[src/rtl/fetch_unit_pkg.sv]
// Shared definitions for the WISC instruction fetch stage: encodings, FSM states, PC select codes.
package fetch_unit_pkg;

  localparam logic [15:0] NOP_INST         = 16'h0800;
  localparam logic [4:0]  HALT_OPCODE      = 5'b00000;
  localparam logic [15:0] RESET_PC_DEFAULT = 16'h0000;

  typedef enum logic [2:0] {
    ST_BOOT   = 3'd0,
    ST_REQ    = 3'd1,
    ST_HOLD   = 3'd2,
    ST_DROP   = 3'd3,
    ST_HALTED = 3'd4
  } fetch_state_e;

  typedef enum logic [1:0] {
    PC_HOLD  = 2'd0,
    PC_INC   = 2'd1,
    PC_REDIR = 2'd2
  } pc_sel_e;

endpackage

[src/rtl/fetch_pc_sel.sv]
// Combinational next-PC mux for fetch_unit. With FETCH_ALIGN_CHECK_EN the redirect target is
// passed through and flagged when odd; otherwise bit 0 of the target is cleared.
module fetch_pc_sel
  import fetch_unit_pkg::*;
(
  input  logic [15:0] i_pc,
  input  logic [1:0]  i_sel,
  input  logic [15:0] i_redirect_pc,
  output logic [15:0] o_next_pc,
  output logic [15:0] o_pc_inc,
  output logic        o_misaligned
);

  logic [15:0] w_target;

`ifdef FETCH_ALIGN_CHECK_EN
  assign w_target     = i_redirect_pc;
  assign o_misaligned = i_redirect_pc[0];
`else
  assign w_target     = i_redirect_pc & 16'hFFFE;
  assign o_misaligned = 1'b0;
`endif

  assign o_pc_inc = i_pc + 16'd2;

  always_comb begin
    o_next_pc = i_pc;
    case (i_sel)
      PC_INC:   o_next_pc = o_pc_inc;
      PC_REDIR: o_next_pc = w_target;
      default:  o_next_pc = i_pc;
    endcase
  end

endmodule

[src/rtl/fetch_unit.sv]
// WISC fetch stage: PC/IR registers and request FSM over a multi-cycle instruction memory.
// Optional FETCH_ALIGN_CHECK_EN: odd redirect targets raise a sticky err_o and halt fetch.
module fetch_unit
  import fetch_unit_pkg::*;
#(
  parameter logic [15:0] RESET_PC = RESET_PC_DEFAULT
)(
  input  logic        clk,
  input  logic        rst_n,
  input  logic        stall_i,
  input  logic        redirect_i,
  input  logic [15:0] redirect_pc_i,
  output logic        imem_req_o,
  output logic [15:0] imem_addr_o,
  input  logic        imem_ack_i,
  input  logic [15:0] imem_data_i,
  output logic [15:0] fetch_inst_o,
  output logic        fetch_valid_o,
  output logic [15:0] fetch_pc_o,
  output logic [15:0] fetch_pc_inc_o,
  output logic        halt_o,
  output logic        err_o
);

  fetch_state_e r_state;
  fetch_state_e w_next_state;
  logic [15:0]  r_pc;
  logic [15:0]  r_ir;
  logic [15:0]  w_next_pc;
  logic [15:0]  w_pc_inc;
  logic [1:0]   w_pc_sel;
  logic         w_ir_load;
  logic         w_misaligned;
  logic         w_bad_redirect;

  fetch_pc_sel u_pc_sel (
    .i_pc          (r_pc),
    .i_sel         (w_pc_sel),
    .i_redirect_pc (redirect_pc_i),
    .o_next_pc     (w_next_pc),
    .o_pc_inc      (w_pc_inc),
    .o_misaligned  (w_misaligned)
  );

  assign w_bad_redirect = redirect_i && w_misaligned && (r_state != ST_BOOT);

  always_ff @(posedge clk or negedge rst_n) begin
    if (!rst_n) begin
      r_state <= ST_BOOT;
      r_pc    <= RESET_PC;
      r_ir    <= NOP_INST;
    end else begin
      r_state <= w_next_state;
      r_pc    <= w_next_pc;
      if (w_ir_load) r_ir <= imem_data_i;
    end
  end

  // A misaligned redirect leaves the PC alone and parks in HALTED.
  always_comb begin
    w_next_state = r_state;
    w_pc_sel     = PC_HOLD;
    w_ir_load    = 1'b0;
    case (r_state)
      ST_BOOT: w_next_state = ST_REQ;
      ST_REQ: begin
        if (w_bad_redirect) begin
          w_next_state = ST_HALTED;
        end else if (redirect_i) begin
          w_pc_sel     = PC_REDIR;
          w_next_state = imem_ack_i ? ST_REQ : ST_DROP;
        end else if (imem_ack_i) begin
          w_ir_load    = 1'b1;
          w_next_state = ST_HOLD;
        end
      end
      ST_HOLD: begin
        if (w_bad_redirect) begin
          w_next_state = ST_HALTED;
        end else if (redirect_i) begin
          w_pc_sel     = PC_REDIR;
          w_next_state = ST_REQ;
        end else if (!stall_i) begin
          if (r_ir[15:11] == HALT_OPCODE) begin
            w_next_state = ST_HALTED;
          end else begin
            w_pc_sel     = PC_INC;
            w_next_state = ST_REQ;
          end
        end
      end
      ST_DROP: begin
        if (w_bad_redirect) begin
          w_next_state = ST_HALTED;
        end else begin
          if (redirect_i) w_pc_sel = PC_REDIR;
          if (imem_ack_i) w_next_state = ST_REQ;
        end
      end
      ST_HALTED: begin
        if (redirect_i && !w_bad_redirect) begin
          w_pc_sel     = PC_REDIR;
          w_next_state = ST_REQ;
        end
      end
      default: w_next_state = ST_BOOT;
    endcase
  end

`ifdef FETCH_ALIGN_CHECK_EN
  logic r_err;

  always_ff @(posedge clk or negedge rst_n) begin
    if (!rst_n) r_err <= 1'b0;
    else if (w_bad_redirect) r_err <= 1'b1;
  end

  assign err_o = r_err;
`else
  assign err_o = 1'b0;
`endif

  assign imem_req_o     = (r_state == ST_REQ);
  assign imem_addr_o    = imem_req_o ? r_pc : 16'h0000;
  assign fetch_valid_o  = (r_state == ST_HOLD);
  assign fetch_inst_o   = fetch_valid_o ? r_ir : NOP_INST;
  assign fetch_pc_o     = r_pc;
  assign fetch_pc_inc_o = w_pc_inc;
  assign halt_o         = (r_state == ST_HALTED);

endmodule

[config.mk]
export PLATFORM = sky130hd
export DESIGN_NAME = fetch_unit
export DESIGN_NICKNAME = d
export VERILOG_FILES = /design/src/rtl/fetch_unit_pkg.sv /design/src/rtl/fetch_pc_sel.sv /design/src/rtl/fetch_unit.sv
export SDC_FILE = /design/constraint.sdc
export NUM_CORES = 1
export LEC_CHECK = 0
export ABC_AREA = 1
export BUFFER_PORTS_ARGS = -buffer_cell sky130_fd_sc_hd__buf_2
export CAP_MARGIN = 20
export CORE_UTILIZATION = 52
export CTS_BUF_LIST = sky130_fd_sc_hd__clkbuf_8
export DETAILED_ROUTE_END_ITERATION = 16
export HOLD_SLACK_MARGIN = 0.03
export PLACE_DENSITY = 0.93
export SLEW_MARGIN = 20
export SYNTH_ARGS = -nofsm -noshare
export SYNTH_HDL_FRONTEND = slang
export SYNTH_SLANG_ARGS = --single-unit
[constraint.sdc]
create_clock -name clk -period 4.3 [get_ports clk]
set_clock_uncertainty 0.15 [all_clocks]
set_input_delay 0.86 -clock clk [delete_from_list [all_inputs] [get_ports clk]]
set_output_delay 0.86 -clock clk [all_outputs]
set_load 0.02 [all_outputs]
==> impl_results.html <==
<table>
<tr><th>Metric</th><th>Value</th></tr>
<tr><th colspan="2">Yosys</th></tr>
<tr><td>Avg Inst Size Synth</td><td>7.11 sq um</td></tr>
<tr><td>Most frequent cells after synthesis</td><td>sky130_fd_sc_hd__nand2_1, sky130_fd_sc_hd__nor2_1, sky130_fd_sc_hd__inv_1, sky130_fd_sc_hd__dfrtp_1</td></tr>
<tr><td>Post-synth design cell area</td><td>between 0.002 and 0.0025 sq mm</td></tr>
<tr><td>Synth warn</td><td>0</td></tr>
<tr><td>Post-synthesis cell type with the largest combined area</td><td>sky130_fd_sc_hd__dfrtp_1</td></tr>
<tr><td>Number of enable flip-flop cells after synthesis</td><td>0</td></tr>
<tr><td>Fraction of synthesis flops using an asynchronous set or reset pin</td><td>100%</td></tr>
<tr><td>Library cells used by synthesis</td><td>36</td></tr>
<tr><td>Top cells by area in the synthesized netlist</td><td>sky130_fd_sc_hd__dfrtp_1, sky130_fd_sc_hd__nand2_1, sky130_fd_sc_hd__nor2_1</td></tr>
<tr><td>Area share of the largest cell type after synthesis</td><td>36.2%</td></tr>
<tr><td>Flip-flop and latch count after synthesis</td><td>34</td></tr>
<tr><td>Most instantiated library cell after synthesis</td><td>sky130_fd_sc_hd__nand2_1</td></tr>
<tr><td>Post-synthesis sequential area ratio</td><td>37.4%</td></tr>
<tr><td>Gate Count Post-Synth</td><td>321</td></tr>
<tr><td>Most used flip-flop cell after synthesis</td><td>sky130_fd_sc_hd__dfrtp_1</td></tr>
<tr><th colspan="2">Run</th></tr>
<tr><td>Maximum capacitance violations</td><td>0</td></tr>
<tr><th colspan="2">Setup path</th></tr>
<tr><td>Count of buffer and inverter cells on the critical path</td><td>2</td></tr>
<tr><td>Crit path required time</td><td>~3.3 ns</td></tr>
<tr><td>Startpoint of the most critical setup path</td><td>fetch_pc_o[1]$_DFFE_PN0P_</td></tr>
<tr><td>R2R Path End</td><td>fetch_pc_o[5]$_DFFE_PN0P_</td></tr>
<tr><td>Peak per-stage delay on the critical path</td><td>between 0.4 and 0.5 ns</td></tr>
<tr><td>Cell-by-cell listing of the critical path</td><td>ha_1 &gt; nand3_1 &gt; nor2_2 &gt; xor2_1 &gt; inv_1 &gt; buf_2</td></tr>
<tr><td>Startpoint of the lowest-slack register-to-register path</td><td>r_ir[11]$_DFFE_PN1P_</td></tr>
<tr><td>Arrival time reported for the critical path endpoint</td><td>around 1.8 ns</td></tr>
<tr><td>Category of the critical setup timing path</td><td>flop to primary output</td></tr>
<tr><td>Worst path top cell family by delay</td><td>flip-flops</td></tr>
<tr><td>Endpoint type of the worst setup path</td><td>primary output</td></tr>
<tr><td>Number of cells on the worst reg-to-reg path</td><td>7</td></tr>
<tr><td>Minimum setup slack among reg-to-reg paths</td><td>1.79 ns</td></tr>
<tr><td>Critical-path top delay cell</td><td>sky130_fd_sc_hd__dfrtp_1</td></tr>
<tr><td>Max FO, Critical Path</td><td>5</td></tr>
<tr><td>Worst Setup Start Kind</td><td>flop</td></tr>
<tr><th colspan="2">Power and ir drop</th></tr>
<tr><td>Pwr Density</td><td>slightly below 800 mW/mm^2</td></tr>
<tr><td>Leakage dissipation</td><td>1.65 nW</td></tr>
<tr><td>Max VDD drop</td><td>about 0.39 mV</td></tr>
<tr><th colspan="2">Worst hold path</th></tr>
<tr><td>Worst min path class</td><td>flop to flop</td></tr>
<tr><td>End of the worst hold path</td><td>r_ir[11]$_DFFE_PN1P_</td></tr>
<tr><td>Hold Crit Start</td><td>r_ir[11]$_DFFE_PN1P_</td></tr>
<tr><td>Hold Path Depth</td><td>2</td></tr>
<tr><th colspan="2">Clock network</th></tr>
<tr><td>TritonCTS clock tree</td><td>done</td></tr>
<tr><td>Clock tree sinks</td><td>34</td></tr>
<tr><td>Clk pin slew, worst setup/hold paths</td><td>roughly 0.08 ns</td></tr>
<tr><td>Clk Latency, worst-skew pair</td><td>just under 0.3 ns</td></tr>
<tr><td>Clk root buf</td><td>sky130_fd_sc_hd__clkbuf_8</td></tr>
<tr><td>H-tree depth</td><td>2</td></tr>
<tr><td>Cells resized by post-CTS repair</td><td>0</td></tr>
<tr><td>Hold Buf Count CTS</td><td>0</td></tr>
<tr><td>Longest Clk Path Bufs</td><td>2</td></tr>
<tr><td>Number of buffers created by CTS</td><td>5</td></tr>
<tr><td>Buffers inserted by post-CTS timing repair</td><td>0</td></tr>
<tr><th colspan="2">Global routing</th></tr>
<tr><td>Number of global-route vias before repair</td><td>2039</td></tr>
<tr><td>Maximum number of pins on one net before global-route repair</td><td>35</td></tr>
<tr><td>Wire length of the first global-routing pass</td><td>roughly 8.7 mm</td></tr>
<tr><td>Total global routing overflow</td><td>0</td></tr>
<tr><td>All-layer global routing usage</td><td>roughly a quarter</td></tr>
<tr><td>Number of antenna violations at the first check in global routing</td><td>0</td></tr>
<tr><th colspan="2">Final layout</th></tr>
<tr><td>Share of layout cells above drive strength 1</td><td>a little over a third</td></tr>
<tr><td>FILL cells</td><td>around 370</td></tr>
<tr><td>Number of inserted diodes</td><td>0</td></tr>
<tr><td>Area growth from synthesis to final layout</td><td>24.7%</td></tr>
<tr><td>Nets@finish</td><td>approximately 460</td></tr>
<tr><td>Final standard cell utilization of the core</td><td>roughly 70%</td></tr>
<tr><th colspan="2">Timing</th></tr>
<tr><td>Setup repair after global routing missed its margin</td><td>false</td></tr>
<tr><td>Max Clk Rate</td><td>roughly 350 MHz</td></tr>
<tr><td>Fin crit period</td><td>2.83 ns</td></tr>
<tr><td>Sum of negative setup slack</td><td>0 ns</td></tr>
<tr><td>Slew Limit Headroom</td><td>roughly 47%</td></tr>
<tr><td>Number of endpoints with negative hold slack in the final report</td><td>0</td></tr>
<tr><td>Actual transition at the worst max-transition pin</td><td>between 0.7 and 0.8 ns</td></tr>
<tr><td>Number of failing setup endpoints in the final timing report</td><td>0</td></tr>
<tr><td>Max-slew violation total from the final report</td><td>0</td></tr>
<tr><td>Period Utilization, post-route</td><td>around two thirds</td></tr>
<tr><th colspan="2">Detailed routing</th></tr>
<tr><td>Detailed-route DRC error count</td><td>0</td></tr>
<tr><td>Wire length per cell after detailed routing</td><td>about 12 um</td></tr>
<tr><td>Remaining antenna violation count after routing</td><td>0</td></tr>
<tr><td>Drt via density</td><td>between 5 and 6</td></tr>
<tr><td>Vias</td><td>between 2000 and 2500</td></tr>
<tr><td>Final WL</td><td>5.61 mm</td></tr>
<tr><td>DRC violation total after the first TritonRoute iteration</td><td>236</td></tr>
<tr><td>Number of optimization iterations in the first detailed-route pass</td><td>5</td></tr>
<tr><th colspan="2">Die</th></tr>
<tr><td>Die Area</td><td>~0.0047 sq mm</td></tr>
<tr><td>Overall die height</td><td>around 68 um</td></tr>
<tr><td>Top-level port count</td><td>between 100 and 150</td></tr>
<tr><td>Area of the core</td><td>0.00412 sq mm</td></tr>
<tr><td>Number of placement rows</td><td>23</td></tr>
<tr><td>Initial Util</td><td>55.4%</td></tr>
<tr><td>Width of the die</td><td>roughly 70 um</td></tr>
<tr><th colspan="2">Place</th></tr>
<tr><td>HPWL after DPL</td><td>roughly 4.2 mm</td></tr>
<tr><td>Port-buffer cells</td><td>99</td></tr>
<tr><td>Gpl congestion</td><td>0.818</td></tr>
<tr><th colspan="2">Status</th></tr>
<tr><td>Result of the run</td><td>completed</td></tr>
</table>
==> state kept, by name (all words and copies together), names as in the netlist <==
| name | cells |
|---|---|
| r_ir | 16 |
| fetch_pc_o | 15 |
| r_state | 3 |
==> kinds of logic (layout without fill, tap and decap cells) <==
family,count (synthesis),count (layout),share of synthesized area (%)
and+or+nand+nor,177,177,34.6
buffers and inverters,61,155,12.2
AOI/OAI and AO/OA,41,41,12.6
DFF,34,34,37.4
xor gates and xnor gates,5,5,1.92
adders and majority gates,2,2,1.10
other,1,4,0.164
==> through the flow <==
stage	cell area (sq um)	power, mW	setup slack (ns)	cells	hold slack [ns]
6_report	2840	2.26	1.47	468	0.352
2_1_floorplan	2290	1.61	1.78	324	0.317
3_3_place_gp	2750	1.97	1.40	460	0.326
3_5_place_dp	2750	2.02	1.39	460	0.341
5_1_grt	2840	2.46	1.38	468	0.361
4_1_cts	2840	2.27	1.48	468	0.351
==> power by group <==
part	switching [mW]	internal, mW	total [mW]	leakage (nW)
Clock	0.125	0.114	0.239	0.0441
Combinational	0.967	0.449	1.42	1.21
Sequential	0.133	0.472	0.605	0.391
Total	1.23	1.03	2.26	1.65
==> area by class of cell <==
cell class	count	area, sq um	area share (%)
inverter	48	183	6.42
timing repair buffer	99	495	17.4
clock inverter	3	21.3	0.748
multi-input combinational	229	1160	40.8
clock buffer	5	68.8	2.42
tap	50	62.6	2.20
sequential	34	852	30.0
==> cells in the final DEF, fill, tap and decap left out, types with 2 or more instances in the layout <==
cell type	instances
sky130_fd_sc_hd__a21oi_1	7
sky130_fd_sc_hd__a21oi_2	16
sky130_fd_sc_hd__buf_2	99
sky130_fd_sc_hd__clkbuf_8	5
sky130_fd_sc_hd__conb_1	4
sky130_fd_sc_hd__dfrtp_1	33
sky130_fd_sc_hd__ha_1	2
sky130_fd_sc_hd__inv_1	44
sky130_fd_sc_hd__inv_2	3
sky130_fd_sc_hd__nand2_1	68
sky130_fd_sc_hd__nand3_1	14
sky130_fd_sc_hd__nand4_1	7
sky130_fd_sc_hd__nor2_1	64
sky130_fd_sc_hd__nor2_2	16
sky130_fd_sc_hd__o21ai_0	9
sky130_fd_sc_hd__o22ai_1	3
sky130_fd_sc_hd__xor2_1	4
==> worst max-delay path by stage <==
| stage | endpoint | slack (ns) | cells after the start |
|---|---|---|---|
| final | fetch_pc_inc_o[7] | 1.47 | 6 |
| after global routing | fetch_pc_inc_o[7] | 1.38 | 6 |
| after CTS | fetch_pc_inc_o[7] | 1.48 | 6 |
| after detailed placement | fetch_pc_o[5]$_DFFE_PN0P_ | 1.39 | 7 |
| after global placement | fetch_pc_o[4]$_DFFE_PN0P_ | 1.40 | 7 |
| after floorplan | fetch_inst_o[10] | 1.78 | 4 |
==> layer usage <==
metal  GRT usage, %  part of all wire [%]  up-vias
met5              0                     0        -
met4           5.47                   1.1        0
met3           5.33                   6.6       11
met2           47.2                    51      121
met1           27.7                    41     1080
li1               -                     -     1180
==> worst min-delay path: stages (launching register included) <==
cell and delay [ns]:
sky130_fd_sc_hd__dfstp_2 0.38, sky130_fd_sc_hd__nand2_1 0.07, sky130_fd_sc_hd__o21ai_2 0.05
Power figures use the tool's default switching activity.
